`src/rtl/seg_scan_ctrl_if.sv`:
```
// Signal bundle for the multiplexed seven-segment scan controller:
// per-digit patterns and scan controls in, registered cathode/anode drive out.
interface seg_scan_ctrl_if;
    logic [7:0] seg_in_0;
    logic [7:0] seg_in_1;
    logic [7:0] seg_in_2;
    logic [7:0] seg_in_3;
    logic [3:0] digit_en;
    logic [3:0] brightness;
    logic [7:0] seg_out;
    logic [3:0] anode;
    logic       frame_done;

    modport master (
        output seg_in_0, seg_in_1, seg_in_2, seg_in_3, digit_en, brightness,
        input  seg_out, anode, frame_done
    );

    modport slave (
        input  seg_in_0, seg_in_1, seg_in_2, seg_in_3, digit_en, brightness,
        output seg_out, anode, frame_done
    );
endinterface

```
`src/rtl/seg_scan_ctrl.sv`:
```
// Time-multiplexed 4-digit seven-segment scanner: each enabled digit gets a slot
// made of a blanking phase followed by a PWM-dimmed display phase.
module seg_scan_ctrl #(
    parameter int unsigned SLOT_CYCLES  = 64,
    parameter int unsigned BLANK_CYCLES = 4
) (
    input  logic            clk,
    input  logic            rst_n,
    seg_scan_ctrl_if.slave  bus
);

    typedef enum logic [1:0] {
        IDLE  = 2'd0,
        BLANK = 2'd1,
        SHOW  = 2'd2
    } state_t;

    localparam logic [15:0] BLANK_LAST = 16'(BLANK_CYCLES - 1);
    localparam logic [15:0] SLOT_LAST  = 16'(SLOT_CYCLES - 1);

    state_t      state, state_nx;
    logic [1:0]  cur_digit, cur_digit_nx;
    logic [15:0] slot_cnt, slot_cnt_nx;
    logic [3:0]  pwm_cnt, pwm_cnt_nx;
    logic [7:0]  slot_reg, slot_reg_nx;
    logic [7:0]  seg_q, seg_nx;
    logic [3:0]  anode_q, anode_nx;
    logic        frame_q, frame_nx;

    logic [1:0]  target;
    logic [7:0]  seg_sel;
    logic        en_any;

    // First enabled digit after 'from', wrapping; returns 'from' itself if it is the only one.
    function automatic logic [1:0] next_digit(input logic [1:0] from, input logic [3:0] en);
        logic [1:0] idx;
        next_digit = from;
        for (int k = 4; k >= 1; k--) begin
            idx = from + 2'(k);
            if (en[idx]) next_digit = idx;
        end
    endfunction

    assign en_any = |bus.digit_en;
    // Searching from digit 3 yields the lowest enabled digit when leaving IDLE.
    assign target = (state == IDLE) ? next_digit(2'd3, bus.digit_en)
                                    : next_digit(cur_digit, bus.digit_en);

    always_comb begin
        case (target)
            2'd0:    seg_sel = bus.seg_in_0;
            2'd1:    seg_sel = bus.seg_in_1;
            2'd2:    seg_sel = bus.seg_in_2;
            default: seg_sel = bus.seg_in_3;
        endcase
    end

    always_comb begin
        state_nx     = state;
        cur_digit_nx = cur_digit;
        slot_cnt_nx  = slot_cnt;
        pwm_cnt_nx   = pwm_cnt;
        slot_reg_nx  = slot_reg;
        frame_nx     = 1'b0;

        case (state)
            IDLE: begin
                if (en_any) begin
                    state_nx     = BLANK;
                    cur_digit_nx = target;
                    slot_cnt_nx  = '0;
                    slot_reg_nx  = seg_sel;
                end
            end
            BLANK: begin
                if (!en_any) begin
                    state_nx    = IDLE;
                    slot_cnt_nx = '0;
                    pwm_cnt_nx  = '0;
                end else if (slot_cnt == BLANK_LAST) begin
                    state_nx    = SHOW;
                    slot_cnt_nx = slot_cnt + 16'd1;
                    pwm_cnt_nx  = '0;
                end else begin
                    slot_cnt_nx = slot_cnt + 16'd1;
                end
            end
            SHOW: begin
                if (!en_any) begin
                    state_nx    = IDLE;
                    slot_cnt_nx = '0;
                    pwm_cnt_nx  = '0;
                end else if (slot_cnt == SLOT_LAST) begin
                    // Moving to a digit at or below the current one closes a frame.
                    state_nx     = BLANK;
                    cur_digit_nx = target;
                    slot_cnt_nx  = '0;
                    slot_reg_nx  = seg_sel;
                    frame_nx     = (target <= cur_digit);
                end else begin
                    slot_cnt_nx = slot_cnt + 16'd1;
                    pwm_cnt_nx  = pwm_cnt + 4'd1;
                end
            end
            default: begin
                state_nx    = IDLE;
                slot_cnt_nx = '0;
                pwm_cnt_nx  = '0;
            end
        endcase

        // Outputs are registered from the post-edge state so they line up with the FSM.
        anode_nx = 4'b1111;
        seg_nx   = 8'hFF;
        if (state_nx == SHOW) begin
            seg_nx = slot_reg_nx;
            if ((pwm_cnt_nx < bus.brightness) && bus.digit_en[cur_digit_nx])
                anode_nx[cur_digit_nx] = 1'b0;
        end
    end

    always_ff @(posedge clk or negedge rst_n) begin
        if (!rst_n) begin
            state     <= IDLE;
            cur_digit <= '0;
            slot_cnt  <= '0;
            pwm_cnt   <= '0;
            slot_reg  <= 8'hFF;
            seg_q     <= 8'hFF;
            anode_q   <= 4'b1111;
            frame_q   <= 1'b0;
        end else begin
            state     <= state_nx;
            cur_digit <= cur_digit_nx;
            slot_cnt  <= slot_cnt_nx;
            pwm_cnt   <= pwm_cnt_nx;
            slot_reg  <= slot_reg_nx;
            seg_q     <= seg_nx;
            anode_q   <= anode_nx;
            frame_q   <= frame_nx;
        end
    end

    assign bus.seg_out    = seg_q;
    assign bus.anode      = anode_q;
    assign bus.frame_done = frame_q;

endmodule

```
`src/flat_wrapper.sv`:
```
// flat-port wrapper written by rule: the top's interface ports become plain ports
module seg_scan_ctrl_flat 
#(
    parameter int unsigned SLOT_CYCLES  = 64,
    parameter int unsigned BLANK_CYCLES = 4
)
  (clk, rst_n, bus_seg_in_0, bus_seg_in_1, bus_seg_in_2, bus_seg_in_3, bus_digit_en, bus_brightness, bus_seg_out, bus_anode, bus_frame_done);
  seg_scan_ctrl_if bus_i ();
  input  logic clk;
  input  logic rst_n;
  input wire logic [$bits(bus_i.seg_in_0)-1:0] bus_seg_in_0;
  input wire logic [$bits(bus_i.seg_in_1)-1:0] bus_seg_in_1;
  input wire logic [$bits(bus_i.seg_in_2)-1:0] bus_seg_in_2;
  input wire logic [$bits(bus_i.seg_in_3)-1:0] bus_seg_in_3;
  input wire logic [$bits(bus_i.digit_en)-1:0] bus_digit_en;
  input wire logic [$bits(bus_i.brightness)-1:0] bus_brightness;
  output wire logic [$bits(bus_i.seg_out)-1:0] bus_seg_out;
  output wire logic [$bits(bus_i.anode)-1:0] bus_anode;
  output wire logic [$bits(bus_i.frame_done)-1:0] bus_frame_done;
  assign bus_i.seg_in_0 = bus_seg_in_0;
  assign bus_i.seg_in_1 = bus_seg_in_1;
  assign bus_i.seg_in_2 = bus_seg_in_2;
  assign bus_i.seg_in_3 = bus_seg_in_3;
  assign bus_i.digit_en = bus_digit_en;
  assign bus_i.brightness = bus_brightness;
  assign bus_seg_out = bus_i.seg_out;
  assign bus_anode = bus_i.anode;
  assign bus_frame_done = bus_i.frame_done;
  seg_scan_ctrl #(.SLOT_CYCLES(SLOT_CYCLES), .BLANK_CYCLES(BLANK_CYCLES)) u_core (.clk(clk), .rst_n(rst_n), .bus(bus_i));
endmodule
```
`config.mk`:
```
export PLATFORM = sky130hd
export DESIGN_NAME = seg_scan_ctrl_flat
export DESIGN_NICKNAME = d
export VERILOG_FILES = /design/src/rtl/seg_scan_ctrl_if.sv /design/src/rtl/seg_scan_ctrl.sv /design/src/flat_wrapper.sv
export SDC_FILE = /design/constraint.sdc
export NUM_CORES = 1
export LEC_CHECK = 0
export CORE_MARGIN = 2
export CORE_UTILIZATION = 45
export DETAILED_ROUTE_END_ITERATION = 6
export PLACE_DENSITY = 0.71
export SLEW_MARGIN = 10
export SYNTH_ARGS = -nofsm -noshare
export SYNTH_HDL_FRONTEND = slang
export SYNTH_SLANG_ARGS = --single-unit
```
`constraint.sdc`:
```
create_clock -name clk -period 6.3 [get_ports clk]
set_input_delay 1.575 -clock clk [delete_from_list [all_inputs] [get_ports clk]]
set_output_delay 1.575 -clock clk [all_outputs]
set_load 0.01 [all_outputs]
```
==> results.py <==
metrics = {
    "setup_path": {
        "reg2regPathDepth": 12,
        "worst_setup_path_start_kind": "input pin",
        "slowest_stage": "or4_1",
        "path_cells": "clkdlybuf4s50_1 -> or4_1 -> and2_4 -> a21oi_1 -> nand2_1 -> a32oi_1 -> nor2_1 -> ha_1 -> o21a_1 -> o21ai_0 -> a31oi_1 -> o31ai_4 -> o2111ai_1",
        "arrival_ns": 4.71,
        "r2r_end": "u_core.bus.anode[1]$_DFF_PN1_",
        "path_max_fanout": 6,
        "reg2reg_from": "u_core.state[0]$_DFF_PN0_",
        "slowest_delay_ns": 0.79,
        "cp-end-kind": "register",
        "crit_family": "simple AND/OR/NAND/NOR gates",
        "cp.buffers_inverters": 1,
        "r2r_slack_ns": 3.40,
        "path_class": "in -> reg",
        "crit_required_ns": 6.51,
    },
    "sta": {
        "period_share_pct": 71.4,
        "grt_setup_unrepaired": "no",
        "skew_ns": 0.00433,
        "max-slew-margin-rel_pct": 35.8,
        "tightestPinTransition_ns": 0.964,
        "finalHoldViolations": 0,
        "fmax_ghz": 0.222,
        "min_period_ns": 4.50,
        "slew_viol_final": 0,
        "finalSetupViolCount": 0,
        "finalSetupTns_ns": 0,
    },
    "route": {
        "wl_mm": 6.39,
        "wl_per_cell_um": 15.5,
        "drc": 0,
        "drt-initial-drc-count": 92,
        "drt-pass1-iter-count": 4,
        "vias_per_cell": 5.54,
        "ant_nets": 0,
        "num_vias": 2275,
    },
    "synth": {
        "syn_nets": 333,
        "synth_edf_count": 0,
        "ys_seq_area_share_pct": 39.8,
        "synth_area_per_cell_um2": 10.3,
        "async_reset_ff_share_pct": 100,
        "ys.warnings.count": 0,
        "synth_top_family_by_area": "simple AND/OR/NAND/NOR gates",
        "synth_mux_area_share_pct": 7.61,
        "yosys.area.top_type": "dfrtp_1",
        "synth_cell_types": 69,
        "synth-xor-area-share_pct": 1.21,
        "ys_top_cells_by_area": "dfrtp_1, dfstp_2, nand2_1, ha_1, mux2_4",
        "synth_compound_area_share_pct": 21.0,
        "synth_most_common_cell": "nand2_1",
        "synth_cells": 280,
        "synth_area_um2": 2900,
        "synth-seq-cells": 45,
        "synth-adder-area-share_pct": 4.75,
        "synth_simple_gate_area_share_pct": 21.4,
        "synth_flop_cell": "dfrtp_1",
        "synthTopCellsByCount": "nand2_1, dfrtp_1, nor2_1",
        "synth_top_area_share_pct": 21.6,
    },
    "die": {
        "die-width_um": 84.2,
        "die_area_um2": 7090,
        "start_util_pct": 46.1,
        "pin_count": 55,
        "rows": 29,
        "coreArea_um2": 6280,
        "die_h_um": 84.2,
    },
    "clock_tree": {
        "cts_sinks": 45,
        "cts.htree.levels": 2,
        "clk_root_buffer_cell": "clkbuf_8",
        "post_cts_buffers": 0,
        "insertion_delay_ns": 0.29,
        "cts_resized": 0,
        "cts_tree": "yes",
        "clockBufferDepth": 2,
        "hold_buffers": 0,
        "cts_buffers": 5,
        "cts.clk_slew.worst_paths_ns": 0.08,
    },
    "pwr": {
        "power_density_nw_per_um2": 312,
        "p_leak_uw": 0.00148,
        "vdd_drop_max_uv": 235,
    },
    "cells_and_area": {
        "antenna_cells": 0,
        "register_area_um2": 1150,
        "final_layout_size_suffix_gt1_share_pct": 21.3,
        "finalNetCount": 386,
        "largest_reg_flops": 16,
        "multiInputGateArea_um2": 1620,
        "design_area_um2": 3570,
        "area_growth_pct": 23.3,
        "fillerInstances": 562,
    },
    "place": {
        "dpl_cell_area_um2": 3460,
        "portBuffers": 54,
        "dp_hpwl_mm": 4.85,
        "gp_congestion": 0.823,
    },
    "global_route": {
        "grt_first_pass_wirelength_mm": 10.7,
        "gr-total-overflow": 0,
        "grt_pass1_vias": 2256,
        "antenna_found_initial": 0,
        "grt_max_degree": 46,
        "grt_use_total_pct": 18.4,
    },
    "hold_path": {
        "min_path_cells": 2,
        "hold_path.class": "reg -> reg",
        "min-delay-start": "u_core.slot_reg[0]$_DFF_PN1_",
        "holdPathEnd": "u_core.slot_reg[0]$_DFF_PN1_",
    },
    "run_status": {
        "outcome": "finished clean",
    },
    "job": {
        "drv_cap": 0,
    },
}
==> layout by cell type (no fill, tap or decap), types with 8 or more instances in the layout <==
cell | netlist | routed
ha_1 | 11 | 11
nand3_1 | 8 | 8
dfstp_2 | 20 | 20
inv_1 | 13 | 13
mux2_4 | 8 | 8
clkdlybuf4s50_1 | 0 | 53
mux2_2 | 8 | 8
a21oi_1 | 15 | 15
dfrtp_1 | 25 | 25
o21ai_0 | 15 | 15
nand2_1 | 37 | 37
nor2_1 | 22 | 22
a22oi_1 | 8 | 8
==> logic make-up after synthesis <==
logic type,Yosys count
mux,17
compound gates,77
simple gates,104
fa+ha+maj,11
buf+inv,22
xor+xnor,4
flops,45
==> where the power goes <==
group | leakage [µW] | total [µW] | switching, µW | internal (µW)
logic | 0.000871 | 524 | 287 | 237
clock network | 0.0000566 | 209 | 95.9 | 113
registers | 0.000553 | 380 | 30.6 | 350
==> worst max path at each step <==
stage	cells past startpoint	startpoint	endpoint	slack [ns]
floorplan	13	bus_digit_en[1]	u_core.bus.anode[1]$_DFF_PN1_	2.45
global placement	13	bus_digit_en[1]	u_core.bus.anode[1]$_DFF_PN1_	1.60
detailed placement	13	bus_digit_en[1]	u_core.bus.anode[3]$_DFF_PN1_	1.54
CTS	13	bus_digit_en[1]	u_core.bus.anode[3]$_DFF_PN1_	1.83
global route	13	bus_digit_en[1]	u_core.bus.anode[1]$_DFF_PN1_	1.66
finish	13	bus_digit_en[1]	u_core.bus.anode[1]$_DFF_PN1_	1.80
==> worst register-to-register path, cell delays in order, from the launching register on <==
cell,delay [ns]
dfrtp_1,0.41
inv_1,0.13
ha_1,0.28
inv_1,0.11
nor2_1,0.39
a31oi_1,0.15
a311oi_1,0.42
ha_1,0.31
o21a_1,0.11
o21ai_0,0.14
a31oi_1,0.09
o31ai_4,0.12
o2111ai_1,0.16
==> layout make-up <==
class                           count  share of cell area [%]
Tap cell                           77                    2.70
Clock buffer                        8                    3.12
Multi-Input combinational cell    213                    45.4
Inverter                           13                    1.37
Timing Repair Buffer               55                    15.2
Sequential cell                    45                    32.2
==> layer usage <==
layer | GRT usage [%] | share of wire (%) | up-vias
met5 | 0 | 0 | -
met4 | 3.96 | 1.1 | 0
met3 | 3.44 | 2.5 | 6
met2 | 31.9 | 52 | 35
met1 | 24.0 | 44 | 1104
li1 | - | - | 1130
==> stage by stage <==
stage               setup slack, ns  instances  total power (µW)  utilization [%]  hold slack (ns)
floorplan                      2.45        280               806                -            0.448
detailed placement             1.54        403               910             55.1            0.464
finish                         1.80        411              1110             56.9            0.472
global placement               1.60        403               896             55.1            0.459
CTS                            1.83        411              1120             56.9            0.476
global route                   1.66        411              1190             56.9            0.488
Power figures use the tool's default switching activity.
